File: src/rtl/result_uart_formatter.sv
// result_uart_formatter
//   Consumer end of the compute-result interface. On a display_en strobe it
//   latches a result matrix (or an error status) and serialises it as ASCII
//   text onto a valid/ready byte stream that feeds the UART transmitter.
//   Elements print in unsigned decimal, row-major, separated by SEP_CHAR,
//   each row closed by CR LF. Error frames print "E<code>\r\n".
//
//   Optional build macro RESULT_HDR_EN: when defined, every valid matrix
//   frame is preceded by the header "<m>x<n>\r\n".
//
// Ports
//   clk             system clock
//   rst_n           synchronous active-low reset
//   display_en      single-cycle strobe, inputs below valid this cycle
//   display_type    01 = matrix, 10 = error, 00/11 ignored
//   error_type      error code printed on error frames
//   result_m/_n     result rows / columns
//   result_mat_flat element r*n+c at bits [(r*n+c)*ELEM_W +: ELEM_W]
//   tx_data/tx_valid/tx_ready  output byte stream
//   busy            frame latched and not fully sent
//   frame_done      one-cycle pulse after the last byte is accepted
//
// States
//   IDLE     | waiting for display_en
//   LATCH    | dimension check (and header bytes when enabled)
//   CONV     | 16-cycle double-dabble of the current element
//   EMIT_DIG | decimal digits, leading zeros suppressed
//   EMIT_SEP | separator between elements of a row
//   EMIT_CR  | carriage return at end of row
//   EMIT_LF  | line feed at end of row
//   EMIT_ERR | "E", code digit, CR, LF
//   DONE     | frame_done pulse, back to IDLE

module result_uart_formatter #(
    parameter logic [7:0] SEP_CHAR = 8'h20,
    parameter int         MAX_DIM  = 5,
    parameter int         ELEM_W   = 16
) (
    input  logic                                clk,
    input  logic                                rst_n,
    input  logic                                display_en,
    input  logic [1:0]                          display_type,
    input  logic [2:0]                          error_type,
    input  logic [3:0]                          result_m,
    input  logic [3:0]                          result_n,
    input  logic [MAX_DIM*MAX_DIM*ELEM_W-1:0]   result_mat_flat,
    output logic [7:0]                          tx_data,
    output logic                                tx_valid,
    input  logic                                tx_ready,
    output logic                                busy,
    output logic                                frame_done
);

    localparam int         FLAT_W    = MAX_DIM * MAX_DIM * ELEM_W;
    localparam int         NDIG      = 5;
    localparam logic [3:0] MAX_DIM_L = 4'(MAX_DIM);
    localparam logic [7:0] CH_CR     = 8'h0D;
    localparam logic [7:0] CH_LF     = 8'h0A;
    localparam logic [7:0] CH_ZERO   = 8'h30;

    typedef enum logic [3:0] {
        IDLE, LATCH, CONV, EMIT_DIG, EMIT_SEP, EMIT_CR, EMIT_LF, EMIT_ERR, DONE
    } state_t;

    state_t                 state_q, state_d;
    logic                   is_err_q, is_err_d;
    logic [2:0]             code_q, code_d;
    logic [3:0]             m_q, m_d, n_q, n_d;
    logic [FLAT_W-1:0]      mat_q, mat_d;
    logic [2:0]             row_q, row_d, col_q, col_d;
    logic [4:0]             elem_q, elem_d;
    logic [ELEM_W-1:0]      bin_q, bin_d;
    logic [NDIG*4-1:0]      bcd_q, bcd_d;
    logic [4:0]             cnt_q, cnt_d;
    logic [2:0]             idx_q, idx_d;
    logic [2:0]             dig_q, dig_d;
    logic                   started_q, started_d;
    logic [7:0]             tx_data_q, tx_data_d;
    logic                   tx_valid_q, tx_valid_d;
`ifdef RESULT_HDR_EN
    logic                   hdr_q, hdr_d;
`endif

    logic                   emit_en;
    logic [7:0]             emit_byte;
    logic                   xfer;
    logic                   load_conv;
    logic [4:0]             load_idx;
    logic [2:0]             dig_sel;
    logic [3:0]             digit;
    logic                   dims_bad;

    // One double-dabble iteration: add 3 to every BCD digit >= 5, then shift
    // the whole {bcd, bin} register left by one.
    function automatic logic [NDIG*4+ELEM_W-1:0] dd_step(input logic [NDIG*4-1:0] bcd,
                                                          input logic [ELEM_W-1:0] bin);
        logic [NDIG*4-1:0] adj;
        adj = bcd;
        for (int i = 0; i < NDIG; i++) begin
            if (adj[i*4 +: 4] >= 4'd5) adj[i*4 +: 4] = adj[i*4 +: 4] + 4'd3;
        end
        return {adj, bin} << 1;
    endfunction

    // Position of the most significant non-zero digit; 0 when the value is 0
    // so that a zero element still prints a single '0'.
    function automatic logic [2:0] msd(input logic [NDIG*4-1:0] bcd);
        logic [2:0] pos;
        pos = 3'd0;
        for (int i = 0; i < NDIG; i++) begin
            if (bcd[i*4 +: 4] != 4'd0) pos = 3'(i);
        end
        return pos;
    endfunction

    assign xfer     = tx_valid_q && tx_ready;
    assign dig_sel  = started_q ? dig_q : msd(bcd_q);
    assign digit    = bcd_q[dig_sel*4 +: 4];
    assign dims_bad = (m_q == 4'd0) || (m_q > MAX_DIM_L) ||
                      (n_q == 4'd0) || (n_q > MAX_DIM_L);

    always_comb begin
        state_d    = state_q;
        is_err_d   = is_err_q;
        code_d     = code_q;
        m_d        = m_q;
        n_d        = n_q;
        mat_d      = mat_q;
        row_d      = row_q;
        col_d      = col_q;
        elem_d     = elem_q;
        bin_d      = bin_q;
        bcd_d      = bcd_q;
        cnt_d      = cnt_q;
        idx_d      = idx_q;
        dig_d      = dig_q;
        started_d  = started_q;
        tx_data_d  = tx_data_q;
        tx_valid_d = tx_valid_q;
`ifdef RESULT_HDR_EN
        hdr_d      = hdr_q;
`endif
        emit_en    = 1'b0;
        emit_byte  = 8'h00;
        load_conv  = 1'b0;
        load_idx   = 5'd0;

        case (state_q)
            IDLE: begin
                if (display_en && (display_type == 2'b01 || display_type == 2'b10)) begin
                    is_err_d = (display_type == 2'b10);
                    code_d   = error_type;
                    m_d      = result_m;
                    n_d      = result_n;
                    mat_d    = result_mat_flat;
                    idx_d    = 3'd0;
                    state_d  = LATCH;
                end
            end

            LATCH: begin
`ifdef RESULT_HDR_EN
                if (hdr_q) begin
                    emit_en = 1'b1;
                    case (idx_q)
                        3'd0:    emit_byte = CH_ZERO + {4'h0, m_q};
                        3'd1:    emit_byte = 8'h78;
                        3'd2:    emit_byte = CH_ZERO + {4'h0, n_q};
                        3'd3:    emit_byte = CH_CR;
                        default: emit_byte = CH_LF;
                    endcase
                    if (xfer) begin
                        if (idx_q == 3'd4) begin
                            idx_d     = 3'd0;
                            hdr_d     = 1'b0;
                            load_conv = 1'b1;
                            load_idx  = 5'd0;
                        end else begin
                            idx_d = idx_q + 3'd1;
                        end
                    end
                end else
`endif
                begin
                    row_d = 3'd0;
                    col_d = 3'd0;
                    if (is_err_q) begin
                        state_d = EMIT_ERR;
                    end else if (dims_bad) begin
                        code_d  = 3'd7;
                        state_d = EMIT_ERR;
                    end else begin
`ifdef RESULT_HDR_EN
                        hdr_d = 1'b1;
`else
                        load_conv = 1'b1;
                        load_idx  = 5'd0;
`endif
                    end
                end
            end

            CONV: begin
                {bcd_d, bin_d} = dd_step(bcd_q, bin_q);
                cnt_d = cnt_q - 5'd1;
                if (cnt_q == 5'd1) state_d = EMIT_DIG;
            end

            EMIT_DIG: begin
                emit_en   = 1'b1;
                emit_byte = CH_ZERO + {4'h0, digit};
                if (!tx_valid_q) begin
                    dig_d     = dig_sel;
                    started_d = 1'b1;
                end else if (tx_ready) begin
                    if (dig_q == 3'd0) begin
                        started_d = 1'b0;
                        if ({1'b0, col_q} == n_q - 4'd1) state_d = EMIT_CR;
                        else                             state_d = EMIT_SEP;
                    end else begin
                        dig_d = dig_q - 3'd1;
                    end
                end
            end

            EMIT_SEP: begin
                emit_en   = 1'b1;
                emit_byte = SEP_CHAR;
                if (xfer) begin
                    col_d     = col_q + 3'd1;
                    load_conv = 1'b1;
                    load_idx  = elem_q + 5'd1;
                end
            end

            EMIT_CR: begin
                emit_en   = 1'b1;
                emit_byte = CH_CR;
                if (xfer) state_d = EMIT_LF;
            end

            EMIT_LF: begin
                emit_en   = 1'b1;
                emit_byte = CH_LF;
                if (xfer) begin
                    if ({1'b0, row_q} == m_q - 4'd1) begin
                        state_d = DONE;
                    end else begin
                        row_d     = row_q + 3'd1;
                        col_d     = 3'd0;
                        load_conv = 1'b1;
                        load_idx  = elem_q + 5'd1;
                    end
                end
            end

            EMIT_ERR: begin
                emit_en = 1'b1;
                case (idx_q)
                    3'd0:    emit_byte = 8'h45;
                    3'd1:    emit_byte = CH_ZERO + {5'h0, code_q};
                    3'd2:    emit_byte = CH_CR;
                    default: emit_byte = CH_LF;
                endcase
                if (xfer) begin
                    if (idx_q == 3'd3) begin
                        idx_d   = 3'd0;
                        state_d = DONE;
                    end else begin
                        idx_d = idx_q + 3'd1;
                    end
                end
            end

            DONE:    state_d = IDLE;

            default: state_d = IDLE;
        endcase

        if (load_conv) begin
            elem_d  = load_idx;
            bin_d   = mat_q[load_idx*ELEM_W +: ELEM_W];
            bcd_d   = '0;
            cnt_d   = 5'(ELEM_W);
            state_d = CONV;
        end

        // A byte is presented one cycle after the state asks for it and held
        // untouched until accepted, which keeps tx_data stable under stall.
        if (emit_en) begin
            if (!tx_valid_q) begin
                tx_data_d  = emit_byte;
                tx_valid_d = 1'b1;
            end else if (tx_ready) begin
                tx_valid_d = 1'b0;
            end
        end
    end

    always_ff @(posedge clk) begin
        if (!rst_n) begin
            state_q    <= IDLE;
            is_err_q   <= 1'b0;
            code_q     <= '0;
            m_q        <= '0;
            n_q        <= '0;
            mat_q      <= '0;
            row_q      <= '0;
            col_q      <= '0;
            elem_q     <= '0;
            bin_q      <= '0;
            bcd_q      <= '0;
            cnt_q      <= '0;
            idx_q      <= '0;
            dig_q      <= '0;
            started_q  <= 1'b0;
            tx_data_q  <= '0;
            tx_valid_q <= 1'b0;
`ifdef RESULT_HDR_EN
            hdr_q      <= 1'b0;
`endif
        end else begin
            state_q    <= state_d;
            is_err_q   <= is_err_d;
            code_q     <= code_d;
            m_q        <= m_d;
            n_q        <= n_d;
            mat_q      <= mat_d;
            row_q      <= row_d;
            col_q      <= col_d;
            elem_q     <= elem_d;
            bin_q      <= bin_d;
            bcd_q      <= bcd_d;
            cnt_q      <= cnt_d;
            idx_q      <= idx_d;
            dig_q      <= dig_d;
            started_q  <= started_d;
            tx_data_q  <= tx_data_d;
            tx_valid_q <= tx_valid_d;
`ifdef RESULT_HDR_EN
            hdr_q      <= hdr_d;
`endif
        end
    end

    assign tx_data    = tx_data_q;
    assign tx_valid   = tx_valid_q;
    assign busy       = (state_q != IDLE) && (state_q != DONE);
    assign frame_done = (state_q == DONE);

endmodule

File: config.mk
export PLATFORM = sky130hd
export DESIGN_NAME = result_uart_formatter
export DESIGN_NICKNAME = d
export VERILOG_FILES = /design/src/rtl/result_uart_formatter.sv
export SDC_FILE = /design/constraint.sdc
export NUM_CORES = 1
export LEC_CHECK = 0
export CAP_MARGIN = 10
export CORE_AREA = 4 4 230 232
export CTS_CLUSTER_DIAMETER = 150
export DETAILED_ROUTE_END_ITERATION = 10
export DIE_AREA = 0 0 234 236
export PLACE_DENSITY = 0.69
export REMOVE_ABC_BUFFERS = 1
export SYNTH_ARGS = -nofsm -noshare
export SYNTH_HDL_FRONTEND = slang
export SYNTH_SLANG_ARGS = --single-unit
export TNS_END_PERCENT = 20
File: constraint.sdc
create_clock -name clk -period 2.55 [get_ports clk]
set_input_delay 0.51 -clock clk [delete_from_list [all_inputs] [get_ports clk]]
set_output_delay 0.51 -clock clk [all_outputs]
set_load 0.1 [all_outputs]
* Word level (Yosys, flattened, before mapping) *
Cells that the tools add are included.

word-level totals
  register bits = 484
  bits in latches = 0
  bits in writable memories = 0
  bits in read-only memories = 0
  output and inout port bits = 11
  memories = 0

operators by class
  add/sub/neg operators = 15
  multiply operators = 0
  div/mod/pow operators = 0
  magnitude comparators = 7
  equal/unequal tests = 47
  shift operators = 2
  muxes and demuxes = 65
  bitwise operators = 3
  reduce and logical (&&, ||, !) cells = 34

operators by type and width
  cell                 number
  $shiftx 400x10->16   1
  $mux 4               16
  $mux 3               18
  $pmux 7 s5           1
  $ne 2x2->1 const B   17
  $ne 3x3->1 const B   11
  $mux 16              2
  $pmux 4 s8           1
  $mux 5               5
  $reduce_and 12->1    2
  $pmux 7 s3           1
  $ge 4x3->1 const B   5
  $reduce_bool 4->1    5
  $shiftx 20x6->4      1
  $pmux 3 s2           3
  $add 4x2->4 const B  4
  $eq 4x3->1 const B   4
  $mux 1               13
  $logic_not 4->1      3
  $reduce_and 3->1     4
  $pmux 5 s2           1
  $add 3x1->3 const B  3
  $pmux 3 s3           1
  $eq 3x4->1           2
  30 further kinds     49

* Logic depth before layout (Yosys ltp) *
  depth in word-level cells = 9
  mapped depth = 13
  mapped depth without buffers = 10

* Worst setup path after synthesis *
Ideal clock, no wire load.

  kind = reg-to-output
  start point = reg state_q[2]
  end point = out frame_done
  data arrival time = 2.842 ns
  data required time = 2.040 ns
  path slack = -0.802 ns
  cell stages (with the launch flop) = 5
  cell sequence = dfxtp_1 -> clkbuf_1 -> nor2_1 -> nand2_1 -> nor2_1

on the way
  cells in the longest elaborated chain, start to end = 1

RTL lines
  what                    RTL line  source
  from (decl)             65        state_t state_q, state_d;
  from (signal assigned)  323       state_q <= state_d;
  $eq 4x4->1              349       assign frame_done = (state_q == DONE);
  to (decl)               51        output logic frame_done

Every way passes these cells.

* Worst setup path in the final report *
  start point = reg m_q[0]
  end point = reg bin_q[13]

on the way
  cells in the longest elaborated chain, start to end = 8
  elaborated cells between the ends (all ways) = 18
  those cells by class = add/sub: 1; order compare: 1; eq/ne: 1; shift: 1; mux: 9; reduce/logical: 5

RTL lines
  what                                                                 RTL line  source
  from (decl)                                                          68        logic [3:0] m_q, m_d, n_q, n_d;
  from (signal assigned)                                               326       m_q <= m_d;
  parallel branches: the longest is 8 deep, another holds $sub 4x1->4  --
  to (signal assigned)                                                 332       bin_q <= bin_d;
  to (decl)                                                            72        logic [ELEM_W-1:0] bin_q, bin_d;

Several ways; the timed one is not identified.
A chain may end at the register's enable or synchronous reset.

==> metrics.yaml <==
skew_ns: 0.0211
die_w_microns: 234
rrSetupSlack_ns: -0.22
seq_area_sq_mm: 0.00967
avgSynthCellArea_sq_um: 7.38
track_usage: 0.291
clk_latency_ns: 0.62
min_path_type: "in -> reg"
ys_types: 71
pin_count: 428
ys_top_cells_by_count: "nand2_1 (1125), dfxtp_1 (483), a21oi_1 (359), clkbuf_1 (180), a21boi_0 (126)"
violations: "setup timing"
fp.dieArea_sq_mm: 0.0552
fmax_ghz: 0.361
grt_pass1_vias: 23347
hold_depth: 2
drc: 0
ys_seq_area_frac: 0.438
met2_usage: 0.484
antenna_found_initial: 0
path_buf_inv: 4
cpPeakStageDelay_ns: 0.46
vias_per_cell: 5.49
wl_per_cell_microns: 19.9
r2r_start: "m_q[0]"
tightestPinTransition_ns: 0.651
powerDensity_mw_per_mm2: 740
dr.pass1.iters: 7
async_flop_share: 0
multi_input_area_sq_mm: 0.0122
finalInstanceArea_sq_mm: 0.0320
rr_worst_depth: 12
yosys_warnings: 0
drive_above_1_share: 0.154
die_y_microns: 236
clkTransAtPathRegs_ns: 0.06
path_common_cell: "buf_12"
whs_ns: 0.347
internal-power_mw: 16.0
start_kind: "register"
switching_share: 0.325
diodes: 0
pre_cts_slack_ns: -0.826
critPathMaxFanout: 14
hpwl_mm: 62.2
met1_usage: 0.370
clockBufferDepth: 3
worstReg2RegEnd: "bin_q[13]"
grt-busiest-layer: "met2"
place_area_sq_mm: 0.0289
share_seq_of_total_power: 0.392
nFillCells: 4442
numCtsBuffers: 51
synth_top_cell_by_area: "dfxtp_1"
crit_required_ns: 3.05
worstSetupPathType: "reg -> reg"
synth_top_area_frac: 0.438
synthCells: 2992
drt_iter0_drc: 1928
status: "complete, but fails checks"
ant_nets: 0
met3_usage: 0.0476
power.total_mw: 23.6
yosys_most_used_dff: "dfxtp_1"
p_switching_mw: 7.68
fin_crit_ns: 2.77
clock-sinks: 483
core_sq_mm: 0.0510
grt_pass1_wl_mm: 127
rsz0062_at_grt: "yes"
ys_seq_elements: 483
clockPowerShare: 0.331
finalNonFillerCells: 4275
routabilityCongestion: 0.916
vdd_drop_max_uv: 542
cts_tree: "built"
tns_ns: -2.80
cts-hold-fix-buffers: 0
synth.most_common_cell: "nand2_1"
setup-violations-final: 16
grt_max_degree: 76
worstHoldEndpoint: "mat_q[127]"
cap_violations: 0
syn_area_sq_mm: 0.0221
fin_crit_sh: 1.09
wl_mm: 84.9
path_delay_family: "compound AO/OA/AOI/OAI gates"
nets: 3998
hold_viol: 0
hp-start: "rst_n"
drv_slew: 0
cpMaxStageDelayCell: "a2111o_1"
p_comb_frac: 0.276
yosys-top-cells-area: "dfxtp_1 (44%), nand2_1 (19%), a21oi_1 (8.1%), a21boi_0 (4.3%), clkbuf_1 (3.1%)"
arrival_ns: 3.27
rows: 83
overflow: 0
cts.htree.levels: 2
maxSlewHeadroom: 0.564
p_leak_nw: 11.6
area_growth_pct: 44.7
io_buffers: 426
setup_ws_ns: -0.221
synth_edf_count: 0
post-place-cells: 4138
end_kind: "register"
worstPathCellList: "inv_2 -> ha_4 -> xnor2_4 -> a2111o_1 -> buf_4 -> o211ai_4 -> buf_12 -> a2111oi_4 -> buf_12 -> a221o_1 -> a31oi_1 -> a21oi_2"
start_util: 0.433
vias: 23474
root_buffer: "clkbuf_16"
final_core_util: 0.627
[power by group through the flow]
| stage | clock [mW] | combinational, mW | sequential (mW) |
|---|---|---|---|
| floorplan | 0 | 2.98 | 9.20 |
| global placement | 0 | 6.10 | 9.36 |
| detailed placement | 0 | 6.21 | 9.39 |
| CTS | 7.91 | 6.36 | 9.25 |
| global route | 8.21 | 7.08 | 9.37 |
| finish | 7.83 | 6.53 | 9.28 |
[cell type report]
type                    count  share of cell area
inverters                  32             0.00399
repair buffers            730               0.230
clock inverters            22             0.00826
clock buffers              74              0.0477
flip-flops and latches    483               0.303
multi-input cells        2254               0.381
well taps                 680              0.0266
[routing by layer]
layer | vias up | wire [microns]
met5 | - | 0
met4 | 0 | 3940
met1 | 11112 | 34400
li1 | 11192 | -
met3 | 206 | 6260
met2 | 964 | 40300
[placed cells by master (no fill, tap or decap), drive strengths merged, types with 4 or more instances in the layout]
cell type      synthesis  layout
a2111oi                9       9
a211oi                24      24
a21boi               127     127
a21oi                361     361
a221oi                20      20
a311oi                 6       6
a31oi                 63      63
and2                   7       7
and3                  36      36
buf                   43     310
bufinv                 0       4
clkbuf               180      76
clkdlybuf4s50          0     415
clkinv                 0      16
dfxtp                483     483
ha                    29      29
inv                   32      33
mux2                  23      23
mux2i                 36      36
nand2               1125    1125
nand2b                11      11
nand3                 87      87
nor2                  90      90
nor2b                  6       6
nor3                  24      24
nor3b                  4       4
nor4                   6       6
o211ai                 7       7
o21ai                 65      65
o221a                  4       4
o22ai                 13      13
o31ai                  4       4
xnor2                 17      17
xor2                  10      10
[kinds of logic after synthesis]
logic type / after synthesis / synth area share
flops: 483 / 0.438
compound gates: 728 / 0.202
xor+xnor: 27 / 0.0107
simple gates: 1409 / 0.257
fa+ha+maj: 29 / 0.0164
mux: 60 / 0.0291
buf+inv: 255 / 0.0469
other cells: 1 / 0.000170
[worst max-delay path by stage]
stage                      to  cells after the start            start
detailed placement   bin_q[1]                     11         tx_ready
CTS                 bin_q[14]                     15           m_q[0]
global route         bin_q[4]                     14           m_q[1]
finish              bin_q[13]                     12           m_q[0]
global placement     bin_q[1]                     11         tx_ready
floorplan           code_q[0]                      5  display_type[0]
[worst register-to-register path, delay by kind of cell (launching register included)]
family | cells | cell delay (ns)
compound gates | 6 | 1.33
flops | 1 | 0.33
xor+xnor | 1 | 0.14
buf+inv | 4 | 0.59
fa+ha+maj | 1 | 0.25
[sequential cells by signal, summed over array words and instances, names as in the netlist]
register   flops
row_q          3
tx_valid       1
bin_q         16
cnt_q          5
is_err_q       1
bcd_q         20
started_q      1
tx_data        7
state_q        4
idx_q          3
mat_q        400
n_q            4
elem_q         5
m_q            4
dig_q          3
col_q          3
code_q         3
[what timing repair did]
item / 4_1_cts / 5_1_grt
gates resized for setup: 99 / 68
pin swaps: 24 / 25
endpoints found under the setup margin: 52 / 47
setup buffers: 27 / 11
gates cloned: 3 / 3
No activity file was read; power rests on OpenSTA's default activity.
